File: src/rtl/serial_feeder.sv
// serial_feeder: parallel-to-serial front end for the sequence-detection path.
// Accepts a WIDTH-bit word on a valid/ready handshake and shifts it out
// MSB-first, one bit per clock. Every output is a flop.
// Optional feature macro: SERIAL_FEEDER_PARITY_EN (appends an even-parity bit).
//
// state  | meaning
// IDLE   | line at 0, ready high once out of reset, waiting for load
// SHIFT  | data bits on serialOutput, counter tracks the bit on the line
// PARITY | one even-parity bit after bit 0 (parity builds only)

module serial_feeder #(
  parameter int WIDTH = 8
) (
  input  logic             clk,
  input  logic             reset,
  input  logic [WIDTH-1:0] data_in,
  input  logic             load,
  output logic             ready,
  output logic             serialOutput,
  output logic             bit_valid,
  output logic             frame_done
);

  localparam int CW = (WIDTH > 1) ? $clog2(WIDTH) : 1;
  localparam logic [CW-1:0] LAST = CW'(WIDTH - 1);

`ifdef SERIAL_FEEDER_PARITY_EN
  typedef enum logic [1:0] {IDLE, SHIFT, PARITY} state_t;
  logic parity_q;
`else
  typedef enum logic {IDLE, SHIFT} state_t;
  localparam logic [CW-1:0] PENULT = CW'(WIDTH - 2);
`endif

  state_t           state;
  logic [WIDTH-1:0] shift_reg;
  logic [CW-1:0]    cnt;

  // Frame sequencer. The MSB is driven straight from data_in at the accept
  // edge, so shift_reg holds the bits still to come and cnt is the index of
  // the bit currently on the line.
  always_ff @(posedge clk) begin
    if (reset) begin
      state        <= IDLE;
      shift_reg    <= '0;
      cnt          <= '0;
      ready        <= 1'b0;
      serialOutput <= 1'b0;
      bit_valid    <= 1'b0;
      frame_done   <= 1'b0;
`ifdef SERIAL_FEEDER_PARITY_EN
      parity_q     <= 1'b0;
`endif
    end else begin
      case (state)
        IDLE: begin
          serialOutput <= 1'b0;
          bit_valid    <= 1'b0;
          frame_done   <= 1'b0;
          if (load && ready) begin
            state        <= SHIFT;
            shift_reg    <= {data_in[WIDTH-2:0], 1'b0};
            cnt          <= '0;
            ready        <= 1'b0;
            serialOutput <= data_in[WIDTH-1];
            bit_valid    <= 1'b1;
`ifdef SERIAL_FEEDER_PARITY_EN
            parity_q     <= ^data_in;
`endif
          end else begin
            ready <= 1'b1;
          end
        end

        SHIFT: begin
          if (cnt == LAST) begin
`ifdef SERIAL_FEEDER_PARITY_EN
            state        <= PARITY;
            serialOutput <= parity_q;
            bit_valid    <= 1'b1;
            frame_done   <= 1'b1;
`else
            state        <= IDLE;
            serialOutput <= 1'b0;
            bit_valid    <= 1'b0;
            frame_done   <= 1'b0;
            ready        <= 1'b1;
`endif
          end else begin
            serialOutput <= shift_reg[WIDTH-1];
            shift_reg    <= {shift_reg[WIDTH-2:0], 1'b0};
            cnt          <= cnt + 1'b1;
            bit_valid    <= 1'b1;
`ifdef SERIAL_FEEDER_PARITY_EN
            frame_done   <= 1'b0;
`else
            // Pulse lands on the cycle that carries bit 0.
            frame_done   <= (cnt == PENULT);
`endif
          end
        end

`ifdef SERIAL_FEEDER_PARITY_EN
        PARITY: begin
          state        <= IDLE;
          serialOutput <= 1'b0;
          bit_valid    <= 1'b0;
          frame_done   <= 1'b0;
          ready        <= 1'b1;
        end
`endif

        default: begin
          state        <= IDLE;
          serialOutput <= 1'b0;
          bit_valid    <= 1'b0;
          frame_done   <= 1'b0;
          ready        <= 1'b0;
        end
      endcase
    end
  end

endmodule

File: config.mk
export PLATFORM = sky130hd
export DESIGN_NAME = serial_feeder
export DESIGN_NICKNAME = d
export VERILOG_FILES = /design/src/rtl/serial_feeder.sv
export SDC_FILE = /design/constraint.sdc
export NUM_CORES = 1
export LEC_CHECK = 0
export BUFFER_PORTS_ARGS = -buffer_cell sky130_fd_sc_hd__buf_2
export CAP_MARGIN = 0
export CORE_AREA = 3 3 40 42
export DETAILED_ROUTE_END_ITERATION = 6
export DIE_AREA = 0 0 43 45
export HOLD_SLACK_MARGIN = 0.15
export PLACE_DENSITY = 0.74
export SYNTH_ARGS = -nofsm -noshare
export SYNTH_HDL_FRONTEND = slang
export SYNTH_SLANG_ARGS = --single-unit
File: constraint.sdc
create_clock -name clk -period 3.33 [get_ports clk]
set_clock_uncertainty 0.2 [all_clocks]
set_input_delay 0.333 -clock clk [delete_from_list [all_inputs] [get_ports clk]]
set_output_delay 0.333 -clock clk [all_outputs]
set_load 0.1 [all_outputs]
; ---- Word-level counts from Yosys, hierarchy flattened
; Index checks and enable logic that the tools add are counted.
; W data, S select, Z words.
[totals]
reg_bits = 15
inputBits = 11
wordCells = 32
out_inout_bits = 4
[classes]
muxes = 17
n_reduce_logical = 2
bitwise_logic = 1
eq_ne = 5
n_addsub = 1
[op_table]
columns = cell, count
row1 = $mux W8, 2
row2 = $pmux W8 S2, 1
row3 = $pmux W1 S2, 4
row4 = $mux W1, 7
row5 = $eq A3 B3 Y1 const B, 2
row6 = $mux W3, 2
row7 = $pmux W3 S2, 1
row8 = $ne A2 B2 Y1 const B, 2
row9 = $add A3 B1 Y3 const B, 1
row10 = $ne A2 B1 Y1 const B, 1
row11 = $reduce_and A2 Y1, 1
row12 = $logic_and A1 B1 Y1, 1
row13 = $not A1 Y1, 1

; ---- Logic depth before layout (Yosys ltp)
; Gate-level depths: netlist of the first run.
[depth]
ltp_word = 3
ltp_mapped = 6
ltp_nobuf = 5

; ---- Least setup slack after synthesis of the first run
; No wires, ideal clock.
[synth_timing]
kind = reg2reg
from = register state
to = register cnt[0]
path_stages_with_launch = 5
setup_time_ns = 0.087
path_buffers = 1
period_less_slack_ns = 1.946
setup_slack_ns = 1.384
t_required_ns = 3.043
arrival_time_ns = 1.659
cell_sequence = dfxtp_1 -> buf_6 -> nand2b_4 -> or3_1 -> o31ai_1
[synth_between]
elab_chain_cells = 3
word_cells_on_any_way = 5
cone_classes = eq/ne (2) / mux (1) / bitwise (1) / reduce/logical (1)
[synth_rtl]
columns = element, line_no
row1 = from (decl), 35  ; state_t state;
row2 = from (signal assigned), 44  ; state <= IDLE;
row3 = from (signal assigned), 61  ; state <= SHIFT;
row4 = from (signal assigned), 83  ; state <= IDLE;
row5 = $not A1 Y1, n/a
row6 = $ne A2 B2 Y1 (no source line), n/a
row7 = $reduce_and A2 Y1 (no source line), n/a
row8 = to (signal assigned), 92  ; cnt <= cnt + 1'b1;
row9 = to (decl), 37  ; logic [CW-1:0] cnt;
; Several ways; a longest one is shown, not always the timed one.
; A chain may end at the register's enable or synchronous reset.

==> results of run 1 <==
[logic make-up after synthesis]
group,count (synthesis)
buffers and inverters,6
DFF,14
muxes,6
AOI/OAI and AO/OA,13
and+or+nand+nor,22
adders and majority gates,4
[power by group through the flow]
stage	clock network [mW]	registers, mW	logic [mW]
detailed placement	0	0.197	0.0739
floorplan	0	0.211	0.0457
global placement	0	0.197	0.0733
CTS	0.125	0.193	0.0760
finish	0.120	0.193	0.0757
global route	0.132	0.196	0.0813
[cell type report]
class                      count  area [sq um]  share of cell area [%]
multi-input combinational     45           343                    44.2
sequential                    14           280                    36.1
timing repair buffer          16          90.1                    11.6
clock buffer                   4          36.3                    4.68
tap                           15          18.8                    2.42
inverter                       2          7.51                   0.968
[repair_timing]
action,in CTS,in global routing
hold endpoints to repair,2,0
hold buffers,2,0
gates resized for setup,0,0
[how the worst max path moves through the flow]
stage           from      endpoint  slack (ns)  cells past startpoint
6_report       state     bit_valid        1.26                      1
5_1_grt        state     bit_valid        1.17                      1
4_1_cts        state     bit_valid        1.24                      1
3_5_place_dp   state  shift_reg[4]        1.55                      3
3_3_place_gp   state     bit_valid        1.60                      1
2_1_floorplan  state        cnt[0]        1.38                      4
[placed cells by master (no fill, tap or decap), types with 3 or more instances in the layout]
master | synthesis | routed
nand2_1 | 3 | 3
a211oi_1 | 6 | 6
dfxtp_1 | 14 | 14
buf_2 | 0 | 14
nor3_1 | 7 | 7
ha_1 | 4 | 4
a21oi_1 | 3 | 3
mux2i_1 | 6 | 6
clkbuf_4 | 0 | 3
[cell usage after synthesis, drive strengths merged]
cell	instances
inv	2
ha	4
o32ai	1
or3	1
clkbuf	2
mux2i	6
nand3b	1
and3b	1
nor2b	1
dfxtp	14
nand3	2
a32oi	1
nor3	7
a21oi	3
a211oi	6
buf	2
o31ai	1
nand2b	3
nand2	4
o21ai	1
nor2	2
[metrics by stage]
stage,utilization (%),hold WS [ns],area (sq um)
6_report,60.4,0.195,776
3_5_place_dp,56.0,0.267,719
2_1_floorplan,-,0.206,658
5_1_grt,60.4,0.196,776
3_3_place_gp,56.0,0.263,719
4_1_cts,60.4,0.189,776
[routing by layer]
layer	vias up	global-route usage, %	routed length (um)
met3	2	3.59	68
met2	13	18.3	486
met4	0	9.04	13
met5	-	0	0
li1	268	-	-
met1	233	17.1	569
[worst min-delay path: cells and delay by family]
family | cells | cell delay (ns)
multiplexers | 1 | 0.11
buffers and inverters | 1 | 0.09
AO/OA/AOI/OAI | 1 | 0.08
==> flow_summary.yaml, run 1 <==
timing:
  fin_crit_ns: 2.07
  fin_setup_tns_ns: 0
  max-slew-margin-rel_pct: 59.1
  setup_viol: 0
  worst_slew_pin_slew_ns: 0.613
  final_max_slew_viol_count: 0
  rsz0062_at_grt: "false"
  setup_slack_ns: 1.26
  fin_crit_sh_pct: 62.1
  hold_viol_final: 0
  fmax_ghz: 0.483
cells_and_area:
  largest_register_ffs: 7
  fin_nets: 97
  drive_above_1_share_pct: 25.9
  syn_to_final_growth_pct: 17.9
  antenna_cells: 0
  fill_cells: 123
  final_cells: 96
logic_synthesis:
  ys_ff_latch: 14
  yosys.area_share.simple_pct: 21.7
  ys_seq_area_share_pct: 42.6
  synth_area_leader_cell: "dfxtp_1"
  synth_compound_area_share_pct: 13.7
  synthXorXnorAreaFrac_pct: 0
  synth_mux_area_share_pct: 9.13
  synth_top_family_by_area: "simple AND/OR/NAND/NOR gates"
  synthAdderAreaFrac_pct: 7.60
  ys_warn_count: 0
  syn_area_per_cell_sq_um: 10.1
  synth_cells: 65
  yosysTopAreaCellShare_pct: 42.6
  ys_types: 25
  yosys-top-cells-area: "dfxtp_1 (43%), mux2i_1 (9.1%), ha_1 (7.6%)"
  netlist_area_sq_um: 658
  synth_fp_nets: 80
floorplan:
  start_util_pct: 51.2
  dieWidth_um: 43
  row_count: 13
  die-height_um: 45
  coreArea_sq_mm: 0.00128
  die_area_sq_mm: 0.00194
  io_pins: 15
setup_path:
  rr_startpoint: "state"
  crit_type: "flip-flop to primary output"
  r2r_slack_ns: 1.54
  worstPathCellList: "buf_2"
  required_ns: 2.80
  max_stage_delay_ns: 0.72
  worst_ep_arrival_time_ns: 1.54
  reg2reg_depth: 3
  r2r-end: "shift_reg[4]"
  path_max_fanout: 13
  path_buf_inv: 1
  crit_family: "flip-flops"
  cp-start-kind: "flip-flop"
  cpMaxStageDelayCell: "dfxtp_1"
  crit_path_end_kind: "primary output"
placed_design:
  gp_congestion: 0.664
  portBuffers: 14
  dpl.hpwl_um: 800
  dp.cells: 90
  post-place-ws_ns: 1.55
routing:
  wl_um: 1140
  remaining_drc_errors: 0
  via_count: 516
  vias_per_cell: 5.38
  wl_per_cell_um: 11.8
  drt_iter0_drc: 4
  firstDrtPassIters: 4
  final_antenna_net_count: 0
global_routing:
  antenna_found_initial: 0
  grt_remaining_overflow: 0
  grt_usage_pct: 13.0
  grt_max_degree: 17
  grt_first_pass_wirelength_um: 1850
  grt_pass1_vias: 412
clocking:
  clk_pin_slew_worst_paths_ns: 0.08
  clk_latency_ns: 0.27
  cts_buffer_depth: 2
  cts_buffers: 3
  cts_root_buf: "clkbuf_4"
  cts_tree: "built"
  htree_levels: 1
  cts_setup_buffers: 0
  cts.sinks: 14
hold_path:
  min_path_cells: 3
  hold_class: "input pin to flip-flop"
  holdPathEnd: "shift_reg[3]"
  hp-start: "data_in[2]"
power:
  switching_share_pct: 29.0
  powerDensity_mw_per_mm2: 501
  p_clk_share_pct: 30.8
  pwr-share-seq_pct: 49.8
  p_leak_nw: 0.331
  pwr-share-comb_pct: 19.5
  p_sw_uw: 113
  internal_power_uw: 276
  total_power_uw: 389
  vdd_drop_max_mv: 0.266
run:
  cap_viol_max_count: 0
outcome:
  status: "completed"
Note: power is estimated with default switching activity, not from simulation.
==> inputs of run 2 (changes only) <==
--- a/config.mk
+++ b/config.mk
@@ -7,11 +7,11 @@
 export LEC_CHECK = 0
 export BUFFER_PORTS_ARGS = -buffer_cell sky130_fd_sc_hd__buf_2
 export CAP_MARGIN = 0
-export CORE_AREA = 3 3 40 42
+export CORE_MARGIN = 3
+export CORE_UTILIZATION = 50
 export DETAILED_ROUTE_END_ITERATION = 6
-export DIE_AREA = 0 0 43 45
 export HOLD_SLACK_MARGIN = 0.15
-export PLACE_DENSITY = 0.74
+export PLACE_DENSITY = 0.75
 export SYNTH_ARGS = -nofsm -noshare
 export SYNTH_HDL_FRONTEND = slang
 export SYNTH_SLANG_ARGS = --single-unit
==> constraint.sdc (replaced) <==
create_clock -name clk -period 2.1 [get_ports clk]
set_clock_uncertainty 0.2 [all_clocks]
set_input_delay 0.21 -clock clk [delete_from_list [all_inputs] [get_ports clk]]
set_output_delay 0.21 -clock clk [all_outputs]
set_load 0.1 [all_outputs]
==> run 2 against run 1 <==
Net effect: design area rose by 13%; non-clock buffer count rose by 12; sequential power rose by 56%; total power rose by 54%; final cell count rose by 10%; hold slack improved by 0.088 ns; first-iteration DRC count fell by 25%; largest cell class unchanged.
==> flow_summary.yaml, run 2 (same netlist as run 1, synthesis figures left out) <==
timing:
  worst_slew_pin_slew_ns: 0.502
  fmax_ghz: 0.503
  hold_viol_final: 0
  fin_crit_sh_pct: 94.6
  fin_setup_tns_ns: 0
  max-slew-margin-rel_pct: 66.5
  final_max_slew_viol_count: 0
  rsz0062_at_grt: "false"
  setup_viol: 0
  fin_crit_ns: 1.99
global_routing:
  grt.met1_usage_pct: 18.8
  use_met2_pct: 31.0
  grt_first_pass_wirelength_um: 2400
  antenna_found_initial: 0
  grt_max_degree: 17
  grtUsageMet3_pct: 8.58
  top_usage_layer: "met2"
  grt_pass1_vias: 533
  grt_usage_pct: 18.6
  grt_remaining_overflow: 0
setup_path:
  rr_startpoint: "state"
  cp-start-kind: "input pin"
  path_buf_inv: 3
  crit_family: "buffers and inverters"
  r2r-end: "shift_reg[1]"
  crit_type: "input pin to flip-flop"
  crit_path_end_kind: "flip-flop"
  path_common_cell: "dlygate4sd3_1"
  reg2reg_depth: 5
  worst_ep_arrival_time_ns: 2.02
  path_max_fanout: 8
  r2r_slack_ns: 0.14
  worstPathCellList: "dlygate4sd3_1, buf_2, and3b_1, nand2_1, a21oi_1, dlygate4sd3_1"
  max_stage_delay_ns: 0.56
  cpMaxStageDelayCell: "dlygate4sd3_1"
  required_ns: 2.13
clocking:
  clk_latency_ns: 0.28
  cts.sinks: 14
  cts_tree: "built"
  cts_root_buf: "clkbuf_4"
  clk_pin_slew_worst_paths_ns: 0.08
  cts_buffers: 3
  cts_buffer_depth: 2
  htree_levels: 1
floorplan:
  die-height_um: 42.3
  start_util_pct: 56.2
  row_count: 12
  io_pins: 15
  dieWidth_um: 42.3
  die_area_sq_mm: 0.00179
  coreArea_sq_mm: 0.00117
outcome:
  status: "completed"
routing:
  firstDrtPassIters: 4
  wl_per_cell_um: 13.9
  remaining_drc_errors: 0
  wl_um: 1470
  vias_per_cell: 5.51
  final_antenna_net_count: 0
  drt_iter0_drc: 3
  via_count: 584
power:
  vdd_drop_max_mv: 0.511
  p_leak_nw: 0.382
  p_clk_share_pct: 25.2
  pwr-share-comb_pct: 24.3
  powerDensity_mw_per_mm2: 682
  p_sw_uw: 184
  switching_share_pct: 30.8
  internal_power_uw: 415
  pwr-share-seq_pct: 50.5
placed_design:
  gp_congestion: 0.707
  dpl.hpwl_um: 881
  portBuffers: 14
cells_and_area:
  fin_nets: 109
  drive_above_1_share_pct: 22.8
  final_cell_mix: "dfxtp_1 (14), buf_2 (14), dlygate4sd3_1 (13), nor3_1 (7)"
  utilization_pct: 75.0
  antenna_cells: 0
  syn_to_final_growth_pct: 33.5
  largest_register_ffs: 7
run:
  cap_viol_max_count: 0
hold_path:
  min_path_cells: 2
  holdPathEnd: "frame_done"
  hold_class: "flip-flop to flip-flop"
  hp-start: "cnt[2]"
-- run 2: final cells by class --
cell class,instances,area (sq um)
Clock buffer,3,22.5
Fill cell,95,293
Inverter,2,7.51
Multi-Input combinational cell,45,343
Sequential cell,14,280
Tap cell,14,17.5
Timing Repair Buffer,28,208
-- run 2: how the worst max path moves through the flow --
| stage | startpoint | to | slack (ns) | cells after the start |
|---|---|---|---|---|
| after floorplan | state | cnt[0] | 0.15 | 4 |
| after global placement | cnt[0] | shift_reg[4] | 0.41 | 5 |
| after detailed placement | cnt[1] | shift_reg[2] | 0.32 | 5 |
| after CTS | cnt[1] | shift_reg[1] | 0.16 | 6 |
| after global routing | state | shift_reg[1] | 0.04 | 5 |
| final | load | shift_reg[1] | 0.11 | 6 |
-- run 2: worst min-delay path, cell delays in order (launching register included) --
cell and delay, ns:
dfxtp_1 0.34, nand2_1 0.07, nor3_1 0.04
-- run 2: power by group through the flow --
stage / Combinational [mW] / Clock [mW] / Sequential [mW]
2_1_floorplan: 0.0725 / 0 / 0.335
6_report: 0.145 / 0.151 / 0.302
4_1_cts: 0.144 / 0.158 / 0.302
5_1_grt: 0.158 / 0.174 / 0.304
3_5_place_dp: 0.125 / 0 / 0.309
3_3_place_gp: 0.123 / 0 / 0.308
-- run 2: metal layers --
layer,up-vias,share of wire [%]
met2,20,49
met3,6,6.9
met5,-,0
met1,268,40
met4,0,3.5
li1,290,-
-- run 2: per-stage QoR --
step	hold WS, ns	instances	power, mW	worst slack, ns	area [sq um]
2_1_floorplan	0.0828	65	0.408	0.154	658
5_1_grt	0.318	106	0.637	0.0444	878
4_1_cts	0.287	106	0.604	0.162	878
6_report	0.283	106	0.599	0.113	878
3_5_place_dp	0.240	90	0.434	0.321	726
3_3_place_gp	0.233	90	0.431	0.407	726
-- run 2: repair_timing --
action / in CTS / in global routing
hold endpoints to repair: 13 / 0
endpoints found under the setup margin: 0 / 0
resized for setup: 0 / 0
hold buffers: 13 / 0
setup buffers: 0 / 0
